==> src/rtl/lsu_ctrl_r0.sv <==
// lsu_ctrl_r0: MIPS memory-stage load/store control placed ahead of the byte-lane data RAM.
// Latency: a store strobes ram_wren in the cycle after accept; load data is registered READ_LAT edges after accept.
// Backpressure: one request in flight; req_ready is low outside IDLE, including while a result waits for rsp_ready.
// Optional feature: define LSU_ALIGN_CHECK_EN to reject misaligned half/word requests via err_valid/err_addr.
module lsu_ctrl_r0 #(
    parameter int BIT_WIDTH = 32,
    parameter int READ_LAT  = 1
) (
    input  logic                 clk,
    input  logic                 rst_n,
    input  logic                 req_valid,
    output logic                 req_ready,
    input  logic                 req_wr,
    input  logic                 req_signed,
    input  logic [1:0]           req_size,
    input  logic [7:0]           req_addr,
    input  logic [BIT_WIDTH-1:0] req_wdata,
    input  logic [4:0]           req_rd,
    output logic [7:0]           ram_addr,
    output logic [BIT_WIDTH-1:0] ram_data,
    output logic                 ram_wren,
    output logic                 ram_isSigned,
    output logic [1:0]           ram_dataSize,
    input  logic [BIT_WIDTH-1:0] ram_q,
    output logic                 rsp_valid,
    input  logic                 rsp_ready,
    output logic [BIT_WIDTH-1:0] rsp_data,
    output logic [4:0]           rsp_rd,
    output logic                 err_valid,
    output logic [7:0]           err_addr
);

    localparam logic [1:0] S_IDLE   = 2'd0;
    localparam logic [1:0] S_ACCESS = 2'd1;
    localparam logic [1:0] S_WAIT   = 2'd2;
    localparam logic [1:0] S_RESP   = 2'd3;

    // The count covers the ACCESS cycle too, so zero in ACCESS means capture at the end of ACCESS.
    localparam logic [1:0] CNT_INIT = 2'(READ_LAT - 1);

    logic [1:0]           state_q, state_d;
    logic [1:0]           cnt_q, cnt_d;
    logic                 capture;
    logic                 accept;
    logic                 misalign;
    logic                 busy;

    logic                 wr_q;
    logic                 signed_q;
    logic [1:0]           size_q;
    logic [7:0]           addr_q;
    logic [BIT_WIDTH-1:0] wdata_q;
    logic [4:0]           rd_q;
    logic [BIT_WIDTH-1:0] rsp_data_q;
    logic [4:0]           rsp_rd_q;
    logic [BIT_WIDTH-1:0] lane_data;

    assign accept = (state_q == S_IDLE) && req_valid;
    assign busy   = (state_q != S_IDLE);

`ifdef LSU_ALIGN_CHECK_EN
    logic       err_valid_q;
    logic [7:0] err_addr_q;

    assign misalign = ((req_size == 2'b01) && req_addr[0]) ||
                      (req_size[1] && (req_addr[1:0] != 2'b00));

    // One-cycle error pulse on a rejected request; the address is held until the next error.
    always_ff @(posedge clk or negedge rst_n) begin
        if (!rst_n) begin
            err_valid_q <= 1'b0;
            err_addr_q  <= 8'h00;
        end else begin
            err_valid_q <= accept && misalign;
            if (accept && misalign) begin
                err_addr_q <= req_addr;
            end
        end
    end

    assign err_valid = err_valid_q;
    assign err_addr  = err_addr_q;
`else
    assign misalign  = 1'b0;
    assign err_valid = 1'b0;
    assign err_addr  = 8'h00;
`endif

    // Next-state and read-latency countdown; capture marks the edge where ram_q is valid.
    always_comb begin
        state_d = state_q;
        cnt_d   = cnt_q;
        capture = 1'b0;
        case (state_q)
            S_IDLE: begin
                if (req_valid && !misalign) begin
                    state_d = S_ACCESS;
                    cnt_d   = CNT_INIT;
                end
            end
            S_ACCESS, S_WAIT: begin
                if ((state_q == S_ACCESS) && wr_q) begin
                    state_d = S_IDLE;
                end else if (cnt_q == 2'd0) begin
                    state_d = S_RESP;
                    capture = 1'b1;
                end else begin
                    state_d = S_WAIT;
                    cnt_d   = cnt_q - 2'd1;
                end
            end
            S_RESP: begin
                if (rsp_ready) begin
                    state_d = S_IDLE;
                end
            end
            default: state_d = S_IDLE;
        endcase
    end

    // State, request latch (IDLE only, so RAM controls stay frozen until capture) and result register.
    always_ff @(posedge clk or negedge rst_n) begin
        if (!rst_n) begin
            state_q    <= S_IDLE;
            cnt_q      <= 2'd0;
            wr_q       <= 1'b0;
            signed_q   <= 1'b0;
            size_q     <= 2'b00;
            addr_q     <= 8'h00;
            wdata_q    <= '0;
            rd_q       <= 5'd0;
            rsp_data_q <= '0;
            rsp_rd_q   <= 5'd0;
        end else begin
            state_q <= state_d;
            cnt_q   <= cnt_d;
            if (accept) begin
                wr_q     <= req_wr;
                signed_q <= req_signed;
                // Size 11 is a word access; normalise here so the RAM only sees 00/01/10.
                size_q   <= (req_size == 2'b11) ? 2'b10 : req_size;
                addr_q   <= req_addr;
                wdata_q  <= req_wdata;
                rd_q     <= req_rd;
            end
            if (capture) begin
                rsp_data_q <= ram_q;
                rsp_rd_q   <= rd_q;
            end
        end
    end

    // Replicate right-justified store data across every lane the access size could select.
    always_comb begin
        lane_data = wdata_q;
        case (size_q)
            2'b00:   lane_data = {4{wdata_q[7:0]}};
            2'b01:   lane_data = {2{wdata_q[15:0]}};
            default: lane_data = wdata_q;
        endcase
    end

    // req_ready is gated by rst_n so it reads low for the whole reset window.
    assign req_ready    = (state_q == S_IDLE) && rst_n;
    assign ram_addr     = busy ? addr_q : 8'h00;
    assign ram_dataSize = busy ? size_q : 2'b00;
    assign ram_isSigned = busy && signed_q;
    assign ram_data     = busy ? lane_data : '0;
    assign ram_wren     = (state_q == S_ACCESS) && wr_q;
    assign rsp_valid    = (state_q == S_RESP);
    assign rsp_data     = rsp_data_q;
    assign rsp_rd       = rsp_rd_q;

endmodule
==> config.mk <==
export PLATFORM = sky130hd
export DESIGN_NAME = lsu_ctrl_r0
export DESIGN_NICKNAME = d
export VERILOG_FILES = /design/src/rtl/lsu_ctrl_r0.sv
export SDC_FILE = /design/constraint.sdc
export NUM_CORES = 1
export LEC_CHECK = 0
export BUFFER_PORTS_ARGS = -buffer_cell sky130_fd_sc_hd__buf_4
export CORE_MARGIN = 2
export CORE_UTILIZATION = 52
export DETAILED_ROUTE_END_ITERATION = 6
export PLACE_DENSITY = 0.94
export SLEW_MARGIN = 10
export SYNTH_ARGS = -nofsm -noshare
export SYNTH_HDL_FRONTEND = slang
export SYNTH_SLANG_ARGS = --single-unit
==> constraint.sdc <==
create_clock -name clk -period 2.7 [get_ports clk]
set_input_delay 0 -clock clk [delete_from_list [all_inputs] [get_ports clk]]
set_output_delay 0 -clock clk [all_outputs]
set_load 0.03 [all_outputs]
Word level (Yosys, flattened, before mapping):

Cells that the tools add are included.

* output and inout port bits: 92
* bits of input ports: 85
* bits in registers: 90

* muxes and demuxes: 17
* reductions and logical operators: 12
* eq/ne operators: 9
* $add $sub $neg: 1

Operators with widths (count)
* one-hot mux 32 bit (2 select lines): 1
* 2-to-1 mux 32 bit: 1
* 2-to-1 mux 2 bit: 8
* 2-to-1 mux 8 bit: 1
* == test 2 bit (second input constant): 3
* logical NOT 2 bit: 3
* != test 2 bit (second input constant): 3
* one-hot mux 2 bit (3 select lines): 1
* == test 2 x 1 -> 1 bit (second input constant): 2
* logical AND 1 bit: 4
* 2-to-1 mux 1 bit: 4
* one-hot mux 2 bit (2 select lines): 1
* AND reduction 4 bit: 1
* nonzero test 2 bit: 2
* != test 2 x 1 -> 1 bit (second input constant): 1
* AND reduction 2 bit: 1
* OR reduction 2 bit: 1
* subtractor 2 x 1 -> 2 bit (second input constant): 1

Depth between registers and ports, before layout:

* depth after elaboration: 4
* gate-level depth with buffers: 7

Worst setup path before layout:

No wires, ideal clock.

* path type: reg2reg
* start point: reg state_q[0]
* end point: reg rsp_data_q[10], in the netlist rsp_data[10]
* arrival: 1557 ps
* slack: 1018 ps
* buffers on the path: 1
* setup time: 125 ps
* clock period less this slack: 1682 ps
* stages on the path, launching flop included: 7
* cell sequence: dfrtp_1 > inv_1 > ha_1 > a21boi_4 > nand2_4 > buf_6 > mux2_4

* cells in the longest elaborated chain, start to end: 4
* elaborated cells between the ends (all ways): 6
* classes of those cells: eq/ne (2); mux (2); reduce/logical (2)

RTL lines
* from (decl): line 41 `logic [1:0] state_q, state_d;`
* from (signal assigned): line 135 `state_q <= state_d;`
* == test 2 x 1 -> 1 bit: line 94, 102
* logical AND 1 bit: line 102 `if ((state_q == S_ACCESS) && wr_q) begin`
* 2-to-1 mux 1 bit: line 102
* 2-to-1 mux 1 bit *: line 94 `case (state_q)`
* to (signal assigned): line 147 `rsp_data_q <= ram_q;`
* to (decl): line 54 `logic [BIT_WIDTH-1:0] rsp_data_q;`

Every way passes the cells marked *; elsewhere a longest branch is shown, timed or not.
A chain may end at the register's enable or synchronous reset.

Worst setup path after layout:

* start point: reg size_q[0]
* end point: out ram_data[12]

* cells in the longest elaborated chain, start to end: 3
* elaborated cells between the ends (all ways): 4
* classes of those cells: eq/ne (1); mux (2); reduce/logical (1)

RTL lines
* from (decl): line 50 `logic [1:0] size_q;`
* from (signal assigned): line 141 `size_q <= (req_size == 2'b11) ? 2'b10 : req_size;`
* == test 2 x 1 -> 1 bit / logical NOT 2 bit (equally long branches): line 156 `case (size_q)`
* one-hot mux 32 bit (2 select lines) *: line 156
* 2-to-1 mux 32 bit *: line 168 `assign ram_data = busy ? lane_data : '0;`
* to (decl): line 20 `output logic [BIT_WIDTH-1:0] ram_data,`

Marks and branches as above.

==> flow_summary.ini <==
[synthesis]
yosys-top-cells-count = 90 x dfrtp_1, 64 x mux2_2, 30 x mux2_4, 19 x nor2b_1
synth_edf_count = 0
async_reset_ff_frac = 1.00
syn_area_um2 = 4270
synth_area_per_cell_um2 = 13.3
synth_seq_cells = 90
ys_seq_area_frac = 0.527
synth_top_area_share = 0.527
yosys.cell_count.top_type = dfrtp_1
synth_cells = 320
synth_cell_types = 24
ys_top_cells_by_area = dfrtp_1 53%, mux2_2 17%, mux2_4 11%, mux2i_1 4.2%, nor2b_1 2.8%
synth_warnings = 0
yosys_most_used_dff = dfrtp_1
yosys.area.top_type = dfrtp_1

[placement]
place.gp.congestion = 0.717
io_buffers = 167
pre_cts_ws_ns = 0.652
hpwl_mm = 7.10

[pwr]
power.leakage_nw = 3.22
ir_drop_v = 0.00105
p_sw_mw = 4.40
netSwitchingFraction = 0.456
power_frac_seq = 0.270
p_int_mw = 5.26
pwr-share-comb = 0.629
power.density_nw_per_um2 = 1460
pwr-share-clk = 0.100

[global_route]
antenna_found_initial = 0
grt_max_degree = 47
grt_overflow = 0
grt_pass1_wl_mm = 19.7
grt.total_usage = 0.293
grt_pass1_vias = 3689

[timing]
finalSetupTns_ns = 0
period_share = 0.805
period_needed_ns = 2.17
rsz0062_at_grt = false
fmaxAchievable_mhz = 460
setup_viol = 0
hold_viol = 0
max_slew_margin = 0.537
skew_ns = 0.0114
finalWorstSetupSlack_ns = 0.527
tightest_slew_ns = 0.693
slew_violations = 0

[floorplanning]
start_util = 0.528
core_um2 = 8090
die_y_um = 94.6
die_area_um2 = 8960
ios = 177
rows = 33
fp.dieW_um = 94.6

[route]
drt_first_pass_iters = 4
vias_per_cell = 5.13
wl_per_cell_um = 19.0
drc_errors = 0
wirelength_mm = 12.8
initialDrtViolationCount = 129
num_vias = 3466
ant_nets = 0

[finish]
layout.nets = 655
nFillCells = 402
areaGrowthSynthToFinish_pct = 54.6
antenna_cells = 0
drive_above_1_share = 0.501

[worst_setup_path]
crit_path_start_kind = register
path_max_fanout = 19
critical_path_class = register to output port
end_kind = output port
crit_path_max_incr_delay_ns = 0.65
crit_required_ns = 2.70
crit_chain = nor2_1 > nand2_1 > a21oi_1 > buf_4
cp.arrival_ns = 2.17
crit_slowest_cell = nor2_1
cp_top_family = simple AND/OR/NAND/NOR gates
cp_num_buf_inv = 1

[clock_tree]
htreeDepth = 3
cts_tree = built
numClockSinks = 90
cts.clk_slew.worst_paths_ns = 0.09
cts_resized = 0
clk_latency_ns = 0.36
cts_buffer_depth = 2
numCtsBuffers = 9
clk_root_buffer_cell = clkbuf_8
postCtsSetupRepairBufs = 0

[run]
cap_viol_max_count = 0

[worst_hold_path]
hold_path.class = input pin to register

[status]
status = finished, final reports clean
-- cells by family after synthesis --
| logic type | count (synthesis) | synth area share |
|---|---|---|
| other | 1 | 0.000878 |
| adders and majority gates | 4 | 0.0117 |
| buffers and inverters | 32 | 0.0439 |
| muxes | 112 | 0.316 |
| AOI/OAI and AO/OA | 23 | 0.0319 |
| DFF | 90 | 0.527 |
| and+or+nand+nor | 58 | 0.0680 |
-- tightest hold or removal path, delay by kind of cell --
family / cells / cell delay (ns)
AO/OA/AOI/OAI: 1 / 0.07
buffers and inverters: 1 / 0.10
AND/OR/NAND/NOR: 1 / 0.07
multiplexers: 1 / 0.09
-- registers in the layout, indices dropped and copies added, names as in the netlist --
register  flops
cnt_q         2
signed_q      1
rd_q          5
rsp_data     32
rsp_rd        5
size_q        2
state_q       2
wdata_q      32
wr_q          1
addr_q        8
-- per-layer routing --
metal  vias up  part of all wire  track usage
met4         0             0.017       0.0725
met2       164              0.51        0.511
li1       1567                 -            -
met1      1717              0.40        0.365
met3        18             0.065       0.0742
met5         -                 0            0
-- power by group through the flow --
stage	combinational, mW	sequential, mW	clock (mW)
after CTS	5.96	2.54	0.967
after global routing	6.38	2.68	1.05
after detailed placement	5.87	2.54	0
final	6.08	2.61	0.966
after floorplan	3.65	2.95	0
after global placement	5.70	2.51	0
-- per-stage QoR --
stage | total power, mW | instances | cell area [um2] | hold WS [ns] | util
after CTS | 9.47 | 676 | 6600 | 0.0113 | 0.816
final | 9.66 | 676 | 6600 | 0.0215 | 0.816
after detailed placement | 8.41 | 578 | 5570 | 0.00585 | 0.689
after global routing | 10.1 | 676 | 6600 | 0.0245 | 0.816
after global placement | 8.21 | 578 | 5570 | -0.00185 | 0.689
after floorplan | 6.60 | 328 | 4300 | -0.296 | -
-- what timing repair did --
| item | 4_1_cts | 5_1_grt |
|---|---|---|
| endpoints found under the setup margin | 0 | 0 |
| hold endpoints to repair | 117 | 0 |
| hold buffers | 82 | 0 |
-- placed cells by master, fill, tap and decap left out, drive strengths merged --
cell,count
a21boi,2
mux2,94
ha,4
nand2,15
mux2i,18
inv,7
clkinv,1
nand4b,1
a21oi,10
conb,9
dfrtp,90
nor2b,19
dlygate4sd3,82
nor2,18
o21ai,9
buf,172
o211ai,2
nand2b,2
and2,2
bufinv,1
clkinvlp,2
nand4,1
clkbuf,10
-- worst paths after layout --
| check | start | to | slack [ns] | depth (start not counted) |
|---|---|---|---|---|
| worst max-delay path | size_q[0] | ram_data[12] | 0.53 | 4 |
| worst min-delay path | req_valid | cnt_q[1] | 0.02 | 4 |
| worst max register to register | state_q[0] | rsp_data[30] | 0.63 | 5 |
| worst min register to register | addr_q[5] | addr_q[5] | 0.50 | 1 |
| max in group asynchronous | rst_n | rsp_data[4] | 1.71 | 3 |
| min in group asynchronous | rst_n | wdata_q[14] | 0.15 | 2 |
-- area by class of cell --
cell class | count | area [um2] | area share
Sequential cell | 90 | 2250 | 0.341
Multi-Input combinational cell | 206 | 1870 | 0.283
Tap cell | 105 | 131 | 0.0199
Clock buffer | 10 | 138 | 0.0208
Timing Repair Buffer | 254 | 2120 | 0.322
Inverter | 5 | 18.8 | 0.00284
Clock inverter | 6 | 71.3 | 0.0108
(Power assumes the default switching activity.)
